**src/rtl/lfsr_prbs_gen.sv**
```systemverilog
// -----------------------------------------------------------------------------
// lfsr_prbs_gen
//
// Purpose
//   Fibonacci LFSR pseudo-random bit generator. It produces one bit per clock,
//   and valid_o qualifies each bit. It is used as the bit source for
//   scramblers and PRBS test generators.
//   - Width and feedback taps are set by parameters.
//   - A seed can be loaded. An all-zero seed is replaced by 1 and flagged.
//   - Generation runs either as a fixed-length burst or continuously.
//   - A start/stop/done handshake controls it, and the raw LFSR contents are
//     visible on state_o.
//
// Parameters
//   WIDTH  LFSR register width (>= 2)
//   TAPS   feedback mask; bit i set => state[i] takes part in the XOR
//   INIT   state after reset (must be nonzero)
//   CNT_W  width of burst_len_i and of the internal bit counter
//
// Ports
//   clk_i        single clock, all logic on the rising edge
//   rst_i        synchronous, active-high reset
//   seed_i       seed value, sampled when load_i is honoured
//   load_i       load seed (honoured in IDLE only)
//   start_i      begin generation (honoured in IDLE only)
//   stop_i       abort generation (honoured in RUN only)
//   mode_i       0 = burst of burst_len_i bits, 1 = continuous; latched on start
//   burst_len_i  bits per burst; latched on start
//   out_o        generated bit (registered)
//   valid_o      out_o qualifier (registered)
//   done_o       one-cycle pulse, coincident with the last valid bit of a burst
//   busy_o       high while the FSM is in RUN (registered)
//   seed_err_o   last honoured load used the all-zero seed
//   state_o      current LFSR contents
// -----------------------------------------------------------------------------
module lfsr_prbs_gen #(
  parameter int unsigned      WIDTH = 4,
  parameter logic [WIDTH-1:0] TAPS  = 4'b1100,
  parameter logic [WIDTH-1:0] INIT  = 4'b0001,
  parameter int unsigned      CNT_W = 8
) (
  input  logic             clk_i,
  input  logic             rst_i,
  input  logic [WIDTH-1:0] seed_i,
  input  logic             load_i,
  input  logic             start_i,
  input  logic             stop_i,
  input  logic             mode_i,
  input  logic [CNT_W-1:0] burst_len_i,
  output logic             out_o,
  output logic             valid_o,
  output logic             done_o,
  output logic             busy_o,
  output logic             seed_err_o,
  output logic [WIDTH-1:0] state_o
);

  typedef enum logic [0:0] {
    ST_IDLE = 1'b0,
    ST_RUN  = 1'b1
  } fsm_e;

  // A bad seed is replaced by the smallest nonzero state. This keeps the
  // LFSR out of the all-zero lock-up state.
  localparam logic [WIDTH-1:0] SEED_FIX = {{(WIDTH-1){1'b0}}, 1'b1};
  localparam logic [CNT_W-1:0] CNT_ONE  = {{(CNT_W-1){1'b0}}, 1'b1};
  localparam logic [CNT_W-1:0] CNT_ZERO = {CNT_W{1'b0}};
  localparam logic [WIDTH-1:0] ST_ZERO  = {WIDTH{1'b0}};

  // XOR-reduce the tapped bits. This is the bit shifted in at the LSB.
  function automatic logic lfsr_feedback(input logic [WIDTH-1:0] s);
    return ^(s & TAPS);
  endfunction

  // Advance the LFSR by one step.
  function automatic logic [WIDTH-1:0] lfsr_step(input logic [WIDTH-1:0] s);
    return {s[WIDTH-2:0], lfsr_feedback(s)};
  endfunction

  fsm_e             fsm_q,      fsm_d;
  logic [WIDTH-1:0] lfsr_q,     lfsr_d;
  logic             out_q,      out_d;
  logic             valid_q,    valid_d;
  logic             done_q,     done_d;
  logic             busy_q,     busy_d;
  logic             seed_err_q, seed_err_d;
  logic             mode_q,     mode_d;
  logic [CNT_W-1:0] len_q,      len_d;
  logic [CNT_W-1:0] cnt_q,      cnt_d;
  logic [CNT_W-1:0] cnt_inc_s;

  assign cnt_inc_s = cnt_q + CNT_ONE;

  // Next-state and output decode for the IDLE/RUN controller and the datapath.
  always_comb begin
    fsm_d      = fsm_q;
    lfsr_d     = lfsr_q;
    out_d      = out_q;
    valid_d    = 1'b0;
    done_d     = 1'b0;
    seed_err_d = seed_err_q;
    mode_d     = mode_q;
    len_d      = len_q;
    cnt_d      = cnt_q;

    case (fsm_q)
      ST_IDLE: begin
        // The load is decoded before the start. When both arrive together,
        // the new seed is in place before the first RUN shift.
        if (load_i) begin
          if (seed_i == ST_ZERO) begin
            lfsr_d     = SEED_FIX;
            seed_err_d = 1'b1;
          end else begin
            lfsr_d     = seed_i;
            seed_err_d = 1'b0;
          end
        end else begin
          lfsr_d = lfsr_q;
        end

        if (start_i) begin
          mode_d = mode_i;
          len_d  = burst_len_i;
          cnt_d  = CNT_ZERO;
          // An empty burst completes at once. done pulses, nothing is emitted,
          // and the FSM stays in IDLE.
          if (!mode_i && (burst_len_i == CNT_ZERO)) begin
            done_d = 1'b1;
            fsm_d  = ST_IDLE;
          end else begin
            fsm_d = ST_RUN;
          end
        end else begin
          fsm_d = ST_IDLE;
        end
      end

      ST_RUN: begin
        // stop has priority over everything, including the last burst bit.
        if (stop_i) begin
          fsm_d   = ST_IDLE;
          valid_d = 1'b0;
        end else begin
          lfsr_d  = lfsr_step(lfsr_q);
          out_d   = lfsr_q[WIDTH-1];
          valid_d = 1'b1;
          // In continuous mode the counter wraps. Its value is never used there.
          cnt_d   = cnt_inc_s;
          if (!mode_q && (cnt_inc_s == len_q)) begin
            fsm_d  = ST_IDLE;
            done_d = 1'b1;
          end else begin
            fsm_d = ST_RUN;
          end
        end
      end

      default: begin
        fsm_d = ST_IDLE;
      end
    endcase

    busy_d = (fsm_d == ST_RUN);
  end

  // State, datapath and registered outputs, with synchronous reset.
  always_ff @(posedge clk_i) begin
    if (rst_i) begin
      fsm_q      <= ST_IDLE;
      lfsr_q     <= INIT;
      out_q      <= 1'b0;
      valid_q    <= 1'b0;
      done_q     <= 1'b0;
      busy_q     <= 1'b0;
      seed_err_q <= 1'b0;
      mode_q     <= 1'b0;
      len_q      <= CNT_ZERO;
      cnt_q      <= CNT_ZERO;
    end else begin
      fsm_q      <= fsm_d;
      lfsr_q     <= lfsr_d;
      out_q      <= out_d;
      valid_q    <= valid_d;
      done_q     <= done_d;
      busy_q     <= busy_d;
      seed_err_q <= seed_err_d;
      mode_q     <= mode_d;
      len_q      <= len_d;
      cnt_q      <= cnt_d;
    end
  end

  assign out_o      = out_q;
  assign valid_o    = valid_q;
  assign done_o     = done_q;
  assign busy_o     = busy_q;
  assign seed_err_o = seed_err_q;
  assign state_o    = lfsr_q;

endmodule

```
**config.mk**
```make
export PLATFORM = sky130hd
export DESIGN_NAME = lfsr_prbs_gen
export DESIGN_NICKNAME = d
export VERILOG_FILES = /design/src/rtl/lfsr_prbs_gen.sv
export SDC_FILE = /design/constraint.sdc
export NUM_CORES = 1
export LEC_CHECK = 0
export BUFFER_PORTS_ARGS = -buffer_cell sky130_fd_sc_hd__buf_2
export CAP_MARGIN = 20
export CORE_UTILIZATION = 29
export CTS_CLUSTER_DIAMETER = 50
export DETAILED_ROUTE_END_ITERATION = 10
export MAX_ROUTING_LAYER = met4
export SYNTH_ARGS = -nofsm -noshare
export SYNTH_HDL_FRONTEND = slang
export SYNTH_SLANG_ARGS = --single-unit
```
**constraint.sdc**
```tcl
create_clock -name clk_i -period 1.7 [get_ports clk_i]
set_clock_uncertainty 0.2 [all_clocks]
set_input_delay 0.34 -clock clk_i [delete_from_list [all_inputs] [get_ports clk_i]]
set_output_delay 0.34 -clock clk_i [all_outputs]
set_load 0.05 [all_outputs]
```
# Word level (Yosys, flattened, before mapping)
# Cells that the tools add are included.
# totals
register_bits	26
input_bits	18
output_inout_bits	9
elab_cells	48
# classes
n_addsub	1
n_eq_ne	4
n_mux	19
n_bitwise	2
n_reduce_logical	13
# ops
op	n
$mux 8	2
$pmux 8 s2	1
$mux 4	3
$mux 1	10
$reduce_and 2->1	5
$add 8x1->8 const B	1
$eq 8x8->1	1
$logic_not 8->1	1
$pmux 4 s2	1
$ne 2x2->1 const B	3
$logic_not 4->1	1
$pmux 1 s2	2
$reduce_xor 4->1	1
$logic_and 1x1->1	2
$logic_not 1->1	2
$not 1->1	2
$reduce_or 2->1	1

# Logic depth before layout (Yosys ltp)
# logic_depth
depth_word	6
depth_mapped	6
ltp_nobuf	6

# Worst setup path after synthesis
# Ideal clock, no wire load.
# synth_timing
path_kind	register to register
startpoint	register, netlist name busy_o
endpoint	register lfsr_q[0], in the netlist state_o[0]
setup_ns	0.116
arrival_ns	1.719
t_required_ns	1.384
setup_slack_ns	-0.335
stages_incl_launch_ff	7
path_buffers	2
synth_period_minus_slack_ns	2.035
path_cell_list	dfxtp_1 > buf_4 > nor2b_1 > or2_2 > buf_2 > mux2i_1 > nand2_1
# synth_lines
element	line_no	rtl
to (signal assigned)	182	lfsr_q <= lfsr_d;
to (decl)	81	logic [WIDTH-1:0] lfsr_q, lfsr_d;

# Final worst setup path
# layout_timing
startpoint	register cnt_q[1]
endpoint	register done_q, in the netlist done_o
# layout_via
elab_chain_cells	6
# layout_rtl
element	line_no	rtl
from (decl)	89	logic [CNT_W-1:0] cnt_q, cnt_d;
from (signal assigned)	190	cnt_q <= cnt_d;
$add 8x1->8	92	assign cnt_inc_s = cnt_q + CNT_ONE;
$eq 8x8->1	150	if (!mode_q && (cnt_inc_s == len_q)) begin
$logic_and 1x1->1	150	
$mux 1	150	
$mux 1	141	if (stop_i) begin
$pmux 1 s2	106	case (fsm_q)
to (signal assigned)	185	done_q <= done_d;
to (decl)	84	logic done_q, done_d;
# No other way between the ends.
# A chain may end at the register's enable or synchronous reset.

==> summary.txt <==
=========================================================================================
Net count after synthesis ..................................................          185
Avg WL per Cell ............................................................     12.29 um
Number of enable-type register cells in the synthesized netlist ............            0
Final Setup Violations .....................................................            2
Cell area after technology mapping ......................................... 0.001314 mm^2
TritonCTS clock tree .......................................................          yes
Average size of a mapped cell ..............................................   7.914 um^2
Cell accounting for the most synthesized area ..............................      dfxtp_1
Die Footprint .............................................................. 0.004803 mm^2
Final Net Count ............................................................          226
Min setup slack post-route .................................................   -0.1025 ns
Share of the synthesized area in the top cell type .........................       0.3962
CTS hold repair buffers ....................................................            0
Number of DRC violations after detailed routing ............................            0
Die span in x ..............................................................     69.31 um
Final period util ..........................................................        1.060
Post-detailed-route via-to-cell ratio ......................................        4.919
Final hold viol count ......................................................            0
Place WS ...................................................................   -0.1662 ns
First-pass DRT Iterations ..................................................            4
Post-route standard cell area excluding fillers ............................ 0.001728 mm^2
Switching Fraction .........................................................       0.2723
Final antenna diode count ..................................................            0
Fraction of the yosys area taken by sequential cells .......................       0.3962
Pin count of the biggest net entering global routing .......................           16
Count of synthesis-stage warnings from yosys ...............................            0
Number of global-route vias before repair ..................................        1,119
Sequential fraction of design power ........................................        0.462
Slew at the pin closest to its max-slew limit ..............................    0.3201 ns
Io pins ....................................................................           27
Via count of the routed design .............................................        1,269
Worst setup EP type ........................................................     register
Global-route wire length before repair .....................................     5.533 mm
Initial drt markers ........................................................           43
Switching power of the nets ................................................     392.9 uW
Normalized max-slew margin .................................................       0.7846
Most used flip-flop cell after synthesis ...................................      dfxtp_1
Placed cell areas .......................................................... 0.001639 mm^2
Endpoint arrival time on the critical path .................................      1.77 ns
Clock-pin slew on the worst setup and hold paths ...........................      0.10 ns
Placer's final routability congestion estimate .............................       0.8505
Clock tree root buffer cell ................................................     clkbuf_8
Insertion delay of the later-clocked pin in the worst-skew pair ............      0.28 ns
Power density relative to cell area ........................................ 835.0 mW/mm^2
Post-route core utilization ................................................       0.3968
Area of combinational cells with multiple inputs ...........................   758.2 um^2
Starting utilization of the core area ......................................       0.3017
Setup CP Type ..............................................................   reg -> reg
Proportion of register bits with asynchronous set or reset after synthesis .            0
Clock share of power .......................................................        0.367
Share of final-layout standard cells stronger than drive strength 1 ........       0.3107
Count of pins over their slew limit ........................................            0
Initial antenna violation count ............................................            0
Area growth from synthesis to layout .......................................       31.52%
Total gr overflow ..........................................................            0
Maximum resistive drop on vdd ..............................................    0.3934 mV
Gate Count Post-Synth ......................................................          166
Overall fraction of global-route tracks in use .............................       0.1459
P_leak .....................................................................    0.6987 nW
Die Ht .....................................................................     69.31 um
Number of buffers added by the clock tree synthesis step ...................            3
#FFs+latches synth .........................................................           26
P_int ......................................................................     1.050 mW
Filler Cells Inserted ......................................................          435
WL final ...................................................................     3.171 mm
List of most frequent post-synthesis cells ................................. dfxtp_1 (26), nand2_1 (25), a21oi_1 (17)
Setup repair after global routing missed its margin ........................          yes
Run status ................................................................. finished with violations
Maximum operating frequency ................................................   0.5548 GHz
Clock period minus worst slack .............................................     1.803 ns
Dpl hpwl ...................................................................     2.436 mm
Critical path fanouts, max .................................................            4
Count leader, synth ........................................................      dfxtp_1
Unique cell type count in the Yosys netlist ................................           37
Power consumption ..........................................................     1.443 mW
Sequential cell area in the final layout ...................................   534.3 um^2
Number of nets with antenna violations after detailed routing ..............            0
Failing checks ............................................................. setup timing
Count of standard-cell rows ................................................           24
Portion of total power attributed to combinational logic ...................        0.171
Maximum count of clock buffers along a single path .........................            2
Floorplan Core Area ........................................................ 0.004354 mm^2
Post-CTS setup repair buffer count .........................................            0
Endpoint required time on the critical path ................................      1.66 ns
Number of port buffers .....................................................           26
Num Clock Sinks ............................................................           26
Path category of the worst min-delay check .................................    in -> reg
Max capacitance violation total ............................................            0
H-tree lvl count ...........................................................            1
Leading post-synthesis cells by cell area .................................. dfxtp_1 (40%), nand2_1 (7.1%), a21oi_1 (6.5%)
Crit path launch type ......................................................     register
=========================================================================================
## path summary, 6_finish.rpt
check                  end  depth (start not counted)  slack, ns            from
hold reg to reg      out_o                          2       0.26           out_o
setup / recovery    done_o                          6      -0.10        cnt_q[1]
setup reg to reg    done_o                          6      -0.10        cnt_q[1]
hold / removal    len_q[4]                          3       0.09  burst_len_i[4]
## placed cells by master (no fill, tap or decap), types with 2 or more instances in the layout
cell type	instances
a211oi_1	3
xor2_1	2
a21oi_1	17
nor3_1	3
buf_2	26
dfxtp_4	3
buf_4	21
o21ai_0	5
nor4_1	4
nand2_1	25
xnor2_1	5
dfxtp_2	2
a211o_1	2
nor2_1	16
o211ai_1	2
nor2b_1	3
dfxtp_1	21
a31oi_1	4
inv_1	3
clkbuf_8	3
nand3_1	5
o21a_1	2
or4_1	2
or3_1	2
mux2i_1	5
nand2b_1	2
## logic make-up (layout without fill, tap and decap cells)
group	Yosys count	count (layout)	synth area share
simple gates	72	72	0.2686
buf+inv	14	54	0.04762
fa+ha+maj	1	1	0.009522
mux	5	5	0.03810
flops	26	26	0.3962
compound gates	40	40	0.1867
xor+xnor	8	8	0.05334
## worst max-delay path: stages (launching register included)
cell	delay (ns)
dfxtp_4	0.38
ha_4	0.25
xor2_2	0.14
nor3_2	0.18
o211ai_1	0.12
a211o_1	0.25
o32ai_1	0.18
## metal layers
| layer | GRT usage | wire length (um) | vias up |
|---|---|---|---|
| li1 | - | - | 665 |
| met1 | 0.2056 | 1666 | 579 |
| met5 | - | 0 | - |
| met3 | 0.03052 | 80 | 5 |
| met2 | 0.2136 | 1392 | 20 |
| met4 | 0.03401 | 32 | 0 |
## area by class of cell
type                       count  area share
clock buffer                   3     0.02390
clock inverter                 1     0.01738
inverter                       3    0.006517
multi-input combinational    126      0.4388
sequential                    26      0.3092
tap                           52     0.03765
timing repair buffer          47      0.1665
## power groups by stage
stage | Combinational (mW) | Clock (mW) | Sequential, mW
2_1_floorplan | 0.122 | 0 | 0.722
3_3_place_gp | 0.242 | 0 | 0.682
3_5_place_dp | 0.243 | 0 | 0.682
4_1_cts | 0.246 | 0.535 | 0.667
5_1_grt | 0.272 | 0.556 | 0.673
6_report | 0.246 | 0.529 | 0.667
## stage by stage
stage | setup TNS [ns] | hold WS [ns] | cells
after floorplan | -0.001610 | 0.2128 | 166
after global placement | -0.2926 | 0.2480 | 254
after detailed placement | -0.3041 | 0.2466 | 254
after CTS | -0.2011 | 0.09768 | 258
after global routing | -0.3882 | 0.1069 | 258
final | -0.2006 | 0.09447 | 258
## sequential cells by signal, summed over array words and instances, names as in the netlist
signal and count:
cnt_q 8, seed_err_o 1, valid_o 1, mode_q 1, state_o 4, busy_o 1, len_q 8, done_o 1
out_o 1
## what timing repair did
item / in CTS / in global routing
setup endpoints to repair: 2 / 5
gates cloned: 0 / 0
gates resized for setup: 2 / 3
pin swaps: 1 / 0
Note: power is estimated with default switching activity, not from simulation.
